**config.mk**
```make
export PLATFORM = sky130hd
export DESIGN_NAME = hazard_scoreboard
export DESIGN_NICKNAME = d
export VERILOG_FILES = /design/src/rtl/hazard_scoreboard.sv
export SDC_FILE = /design/constraint.sdc
export NUM_CORES = 1
export LEC_CHECK = 0
export CORE_ASPECT_RATIO = 1.25
export CORE_UTILIZATION = 50
export DETAILED_ROUTE_END_ITERATION = 16
export GPL_TIMING_DRIVEN = 0
export PLACE_DENSITY = 0.84
export SYNTH_ARGS = -nofsm -noshare
export SYNTH_HDL_FRONTEND = slang
export SYNTH_SLANG_ARGS = --single-unit
```
**constraint.sdc**
```tcl
create_clock -name clk -period 6.6 [get_ports clk]
set_clock_uncertainty 0.15 [all_clocks]
set_input_delay 0.66 -clock clk [delete_from_list [all_inputs] [get_ports clk]]
set_output_delay 0.66 -clock clk [all_outputs]
set_load 0.02 [all_outputs]
```
**src/rtl/hazard_scoreboard.sv**
```systemverilog
// Hazard and forwarding controller: tracks in-flight register writers after decode,
// resolves decode sources to forwarding selects and raises a load-use stall.
module hazard_scoreboard #(
    parameter int REG_AW   = 3,
    parameter int DEPTH    = 3,
    parameter int LOAD_LAT = 1,
    parameter int CNT_W    = 16,
    parameter int SEL_W    = $clog2(DEPTH + 1)
) (
    input  logic              clk,
    input  logic              rst,
    input  logic              id_valid,
    input  logic [REG_AW-1:0] id_src1,
    input  logic              id_src1_used,
    input  logic [REG_AW-1:0] id_src2,
    input  logic              id_src2_used,
    input  logic [REG_AW-1:0] id_dest,
    input  logic              id_reg_write,
    input  logic              id_mem_read,
    input  logic              flush_i,
    output logic              stall_o,
    output logic [SEL_W-1:0]  fwd_sel1_o,
    output logic [SEL_W-1:0]  fwd_sel2_o,
    output logic [CNT_W-1:0]  stall_cnt_o
);

    logic [DEPTH-1:0]             valid_q, valid_d;
    logic [DEPTH-1:0]             load_q, load_d;
    logic [DEPTH-1:0][REG_AW-1:0] dest_q, dest_d;
    logic [CNT_W-1:0]             stall_cnt_q, stall_cnt_d;

    logic             haz1, haz2;
    logic [SEL_W-1:0] sel1, sel2;

    // Returns {hazard, select}; the youngest matching entry alone decides.
    function automatic logic [SEL_W:0] resolve(
        input logic [REG_AW-1:0] src,
        input logic              used
    );
        logic             hit;
        logic             hit_load;
        int               hit_idx;
        logic [SEL_W:0]   res;
        hit      = 1'b0;
        hit_load = 1'b0;
        hit_idx  = 0;
        res      = '0;
        for (int k = DEPTH - 1; k >= 0; k--) begin
            if (valid_q[k] && (dest_q[k] == src)) begin
                hit      = 1'b1;
                hit_load = load_q[k];
                hit_idx  = k;
            end
        end
        if (used && hit) begin
            if (hit_load && (hit_idx < LOAD_LAT)) begin
                res[SEL_W] = 1'b1;
            end else begin
                res[SEL_W-1:0] = SEL_W'(hit_idx + 1);
            end
        end
        return res;
    endfunction

    always_comb begin
        {haz1, sel1} = resolve(id_src1, id_src1_used);
        {haz2, sel2} = resolve(id_src2, id_src2_used);
    end

    always_comb begin
        stall_o    = id_valid & ~flush_i & (haz1 | haz2);
        fwd_sel1_o = '0;
        fwd_sel2_o = '0;
        if (id_valid && !flush_i && !stall_o) begin
            fwd_sel1_o = sel1;
            fwd_sel2_o = sel2;
        end
    end

    // Entry 0 takes the decode instruction unless it is stalled, flushed or not a writer.
    always_comb begin
        valid_d    = '0;
        load_d     = '0;
        dest_d     = '0;
        valid_d[0] = id_valid & id_reg_write & ~stall_o & ~flush_i;
        load_d[0]  = id_mem_read;
        dest_d[0]  = id_dest;
        for (int k = 1; k < DEPTH; k++) begin
            valid_d[k] = valid_q[k-1];
            load_d[k]  = load_q[k-1];
            dest_d[k]  = dest_q[k-1];
        end
    end

    always_comb begin
        stall_cnt_d = stall_cnt_q;
        if (stall_o && (stall_cnt_q != {CNT_W{1'b1}})) begin
            stall_cnt_d = stall_cnt_q + 1'b1;
        end
    end

    always_ff @(posedge clk or posedge rst) begin
        if (rst) begin
            valid_q     <= '0;
            load_q      <= '0;
            dest_q      <= '0;
            stall_cnt_q <= '0;
        end else begin
            valid_q     <= valid_d;
            load_q      <= load_d;
            dest_q      <= dest_d;
            stall_cnt_q <= stall_cnt_d;
        end
    end

    assign stall_cnt_o = stall_cnt_q;

endmodule

```
Word-level counts from Yosys, hierarchy flattened. Index checks and enable logic that the tools add are counted.

Register bits: 31. Output and inout bits: 21. Word-level logic and storage cells: 67. Bits of input ports: 17.

Bitwise logic cells: 8. Eq/ne operators: 7. Magnitude comparators: 2. Mux-type cells: 26. Reduce and logical (&&, ||, !) cells: 15. Add/subtract/negate cells: 3.

Operators with widths (number): $mux W32 (4); $lt A32 B2 Y1 const B (2); $eq A3 B3 Y1 (6); $add A16 B1 Y16 const B (1); $ne A16 B16 Y1 const B (1); $mux W1 (14); $logic_and A1 B1 Y1 (13); $mux W2 (6); $mux W3 (2); $and A1 B1 Y1 (5); $add A2 B2 Y2 const B (2); $logic_not A1 Y1 (2); $not A1 Y1 (2); $or A1 B1 Y1 (1).

Logic depth before layout (Yosys ltp).
Word-level depth: 14. Mapped depth: 10. Mapped depth without buffers: 9.

Worst setup path before layout. OpenSTA, ideal clock, no wires.

Path type: input port to output port. From: in id_src2[1]. To: out fwd_sel2_o[0]. Buffers on the path: 0. Arrival: 2.469 ns. Path slack: 3.321 ns. Stages on the path: 6. Data required time: 5.790 ns. Path through: xor2_1 > or4b_4 > nand4_1 > a21boi_0 > or4_1 > a21oi_1.

Word-level cells in the longest chain between the ends: 14. Elaborated cells between the ends (all ways): 27. Classes of those cells: 1 x add/sub; 1 x order compare; 3 x eq/ne; 13 x mux; 2 x bitwise; 7 x reduce/logical.

RTL lines: start: declaration (RTL line 15) `input logic [REG_AW-1:0] id_src2,`; $eq A3 B3 Y1 (RTL line 49) `if (valid_q[k] && (dest_q[k] == src)) begin`; $logic_and A1 B1 Y1 (RTL line 49); $mux W2 (RTL line 49); $mux W32 (2 in a row) (RTL line 49); $lt A32 B2 Y1 (RTL line 56) `if (hit_load && (hit_idx < LOAD_LAT)) begin`; $logic_and A1 B1 Y1 (RTL line 56); $mux W1 (RTL line 56); $mux W3 * (RTL line 55) `if (used && hit) begin`; $or A1 B1 Y1 (RTL line 71) `stall_o = id_valid & ~flush_i & (haz1 | haz2);`; $and A1 B1 Y1 (RTL line 71); $logic_not A1 Y1 (RTL line 74) `if (id_valid && !flush_i && !stall_o) begin`; $logic_and A1 B1 Y1 (RTL line 74); $mux W2 * (RTL line 74); end: declaration (RTL line 23) `output logic [SEL_W-1:0] fwd_sel2_o,`.

Every way passes the cells marked *; elsewhere a longest branch is shown, timed or not.

Worst setup path after layout.
From: in id_src2[0]. To: out fwd_sel2_o[0].

The elaborated chain is that of the path after synthesis.

==> flow_metrics.env <==
export IMPL_cp_cell_sequence="clkdlybuf4s50_1 -> xor2_1 -> nor4b_1 -> nand2_1 -> ha_1 -> a21boi_0 -> or4_1 -> a21oi_1 -> clkdlybuf4s50_1"
export IMPL_p_leak_nw=0.9365
export IMPL_synth_distinct_cells=36
export IMPL_slew_limit_headroom_pct=25.78
export IMPL_worstPathRequired_ns=5.79
export IMPL_final_common_cell="clkdlybuf4s50_1"
export IMPL_worst_path_dominant_cell_family="buffers and inverters"
export IMPL_holdBufCountCts=0
export IMPL_antenna_found_initial=0
export IMPL_io_pins=38
export IMPL_final_net_count=215
export IMPL_min_period_over_period_pct=65.85
export IMPL_initial_core_util_pct=52.02
export IMPL_grtUsageTotal_pct=23.66
export IMPL_end_kind="primary output"
export IMPL_cts_resized=0
export IMPL_hpwl_um=2722
export IMPL_stdcell_count=231
export IMPL_holdPathEnd="load_q[2]"
export IMPL_combPwrFrac_pct=9.5
export IMPL_clock_tree_root_cell="clkbuf_8"
export IMPL_clockBufferDepth=2
export IMPL_clk_latency_ns=0.28
export IMPL_cts_buffers=5
export IMPL_vdd_drop_max_mv=0.1772
export IMPL_setup_viol=0
export IMPL_core_um2=3194
export IMPL_path_buf_inv=2
export IMPL_vias=1283
export IMPL_final_cell_mix="clkdlybuf4s50_1 (37), dfrtp_1 (31), xnor2_1 (18)"
export IMPL_p_seq_share_pct=54.1
export IMPL_grt_overflow=0
export IMPL_place_gp_congestion=0.8668
export IMPL_yosys_warnings=0
export IMPL_tightest_slew_ns=1.112
export IMPL_post_cts_setup_buffer_count=0
export IMPL_nFillCells=255
export IMPL_htreeDepth=2
export IMPL_rsz0062_at_grt="false"
export IMPL_cts_sinks=31
export IMPL_power_mw=0.3690
export IMPL_dpl_cell_count=225
export IMPL_rrSetupSlack_ns=3.76
export IMPL_cts_tree="yes"
export IMPL_cap_violations=0
export IMPL_ys_seq_area_share_pct=46.69
export IMPL_crit_path_max_fanout=3
export IMPL_slew_viol_final=0
export IMPL_final_antenna_net_count=0
export IMPL_hold_path_depth=0
export IMPL_critPathLaunchType="input port"
export IMPL_grt_pass1_wl_um=5837
export IMPL_p_clk_share_pct=36.4
export IMPL_fp_row_count=23
export IMPL_switchingPower_mw=0.08586
export IMPL_ff2ff_path_depth=9
export IMPL_area_delta_synth_final_pct=29.44
export IMPL_setup_tns_final_ns=0
export IMPL_path_clk_slew_ns=0.06
export IMPL_min_path_type="reg2reg"
export IMPL_slowest_stage="clkdlybuf4s50_1"
export IMPL_synth_top_area_cell="dfrtp_1"
export IMPL_wl_per_cell_um=15.44
export IMPL_crit_type="in2out"
export IMPL_drc=0
export IMPL_die_h_um=66.45
export IMPL_firstDrtPassIters=4
export IMPL_hold_start="load_q[1]"
export IMPL_viasPerCell=5.554
export IMPL_antennaDiodeCount=0
export IMPL_critical_path_max_stage_delay_ns=0.61
export IMPL_final_hold_viol_count=0
export IMPL_switching_share_pct=23.27
export IMPL_syn_nets=171
export IMPL_fmax_mhz=230.1
export IMPL_min_period_ns=4.346
export IMPL_die_w_um=53.56
export IMPL_synth_top_area_share_pct=46.69
export IMPL_r2r_end="stall_cnt_o[14]"
export IMPL_power_density_nw_per_um2=171.6
export IMPL_die_area_um2=3559
export IMPL_totalWireLength_um=3566
export IMPL_drtIter0Drc=20
export IMPL_io_buffers=37
export IMPL_crit_top_cell="clkdlybuf4s50_1"
export IMPL_avgSynthCellArea_um2=11.00
export IMPL_netlist_instances=151
export IMPL_grt_start_max_net_pins=32
export IMPL_rr_startpoint="dest_d[7]"
export IMPL_grt_pass1_vias=1345
export IMPL_synth_area_leaders="dfrtp_1 (47%), xnor2_1 (9.5%), xor2_1 (6.9%)"
export IMPL_ys_ff_latch=31
export IMPL_drive_gt1_share_pct=10.31
export IMPL_syn_area_um2=1662
export IMPL_arrival_ns=3.54
export IMPL_p_int_mw=0.2831
export IMPL_status="finished, final reports clean"
flip-flops by register name (all words and copies together) (netlist names):
| signal | cells |
|---|---|
| valid_q | 3 |
| dest_q | 3 |
| stall_cnt_o | 16 |
| load_q | 3 |
| dest_d | 6 |
kinds of logic after synthesis:
| logic type | count (synthesis) | synth area share, % |
|---|---|---|
| AND/OR/NAND/NOR | 64 | 24.17 |
| multiplexers | 5 | 3.539 |
| flip-flops | 31 | 46.69 |
| AO/OA/AOI/OAI | 8 | 4.519 |
| buffers and inverters | 9 | 2.485 |
| adder cells (fa/ha/maj) | 3 | 2.259 |
| XOR/XNOR | 31 | 16.34 |
through the flow:
step | util [%] | cell area, um^2 | setup slack [ns] | hold slack [ns]
2_1_floorplan | - | 1662 | 3.321 | 0.2040
3_3_place_gp | 65.06 | 2078 | 2.365 | 0.2142
3_5_place_dp | 65.06 | 2078 | 2.306 | 0.2201
4_1_cts | 67.33 | 2151 | 2.284 | 0.2337
5_1_grt | 67.33 | 2151 | 2.162 | 0.2503
6_report | 67.33 | 2151 | 2.254 | 0.2374
layer usage:
metal | vias up | track usage (%) | part of all wire, %
met2 | 26 | 39.53 | 54
met4 | 0 | 12.50 | 2.1
li1 | 614 | - | -
met1 | 635 | 27.06 | 41
met5 | - | 0 | 0
met3 | 8 | 5.936 | 3.2
worst max-delay path by stage:
stage | from | to | slack (ns) | cells after the start
final | id_src2[0] | fwd_sel2_o[0] | 2.25 | 9
after global routing | id_src2[0] | fwd_sel2_o[0] | 2.16 | 9
after CTS | id_src2[0] | fwd_sel2_o[0] | 2.28 | 9
after detailed placement | id_src2[0] | fwd_sel2_o[0] | 2.31 | 9
after global placement | id_src2[1] | fwd_sel2_o[0] | 2.36 | 9
after floorplan | id_src2[1] | fwd_sel2_o[0] | 3.32 | 6
power groups by stage:
stage	Combinational (mW)	Clock (mW)	Sequential (mW)
6_report	0.0351	0.134	0.200
3_5_place_dp	0.0352	0	0.203
3_3_place_gp	0.0338	0	0.203
4_1_cts	0.0355	0.135	0.200
5_1_grt	0.0384	0.145	0.200
2_1_floorplan	0.0191	0	0.202
cells in the mapped netlist:
| master | n |
|---|---|
| o31ai_1 | 1 |
| nor4_1 | 2 |
| xor2_1 | 13 |
| xnor2_1 | 18 |
| a21oi_1 | 2 |
| nor4b_1 | 2 |
| nand4b_1 | 1 |
| nor3_4 | 1 |
| o21ai_2 | 2 |
| buf_6 | 1 |
| nand2b_1 | 2 |
| nand2_1 | 12 |
| nand4_1 | 7 |
| and3_4 | 1 |
| or4b_4 | 1 |
| mux2i_1 | 1 |
| a211oi_2 | 1 |
| mux2_1 | 1 |
| a211oi_4 | 1 |
| mux2_4 | 1 |
| or4_1 | 1 |
| a21boi_0 | 1 |
| inv_1 | 8 |
| nand3_1 | 8 |
| nor2_1 | 8 |
| dfrtp_1 | 31 |
| mux2_2 | 2 |
| nor4b_2 | 1 |
| or3_1 | 1 |
| nor3_2 | 2 |
| and4_1 | 5 |
| ha_1 | 3 |
| and3_1 | 3 |
| nor3_1 | 4 |
| nor4_2 | 1 |
| nor2b_1 | 1 |
worst register-to-register path: stages (launching register included):
cell	delay [ns]
dfrtp_1	0.41
xor2_1	0.20
or4b_4	0.56
nand3_1	0.10
ha_1	0.17
nand2_1	0.09
a211oi_4	0.25
o21ai_2	0.13
nor4_1	0.28
mux2_1	0.37
layout make-up:
cell class | instances | area, um^2 | share of cell area, %
inverter | 8 | 30.03 | 1.396
tap | 37 | 46.29 | 2.152
clock buffer | 6 | 72.57 | 3.374
buffer | 1 | 11.26 | 0.5236
multi-input combinational | 111 | 844.6 | 39.27
timing repair buffer | 37 | 370.4 | 17.22
sequential | 31 | 775.7 | 36.07
(Power assumes the default switching activity.)
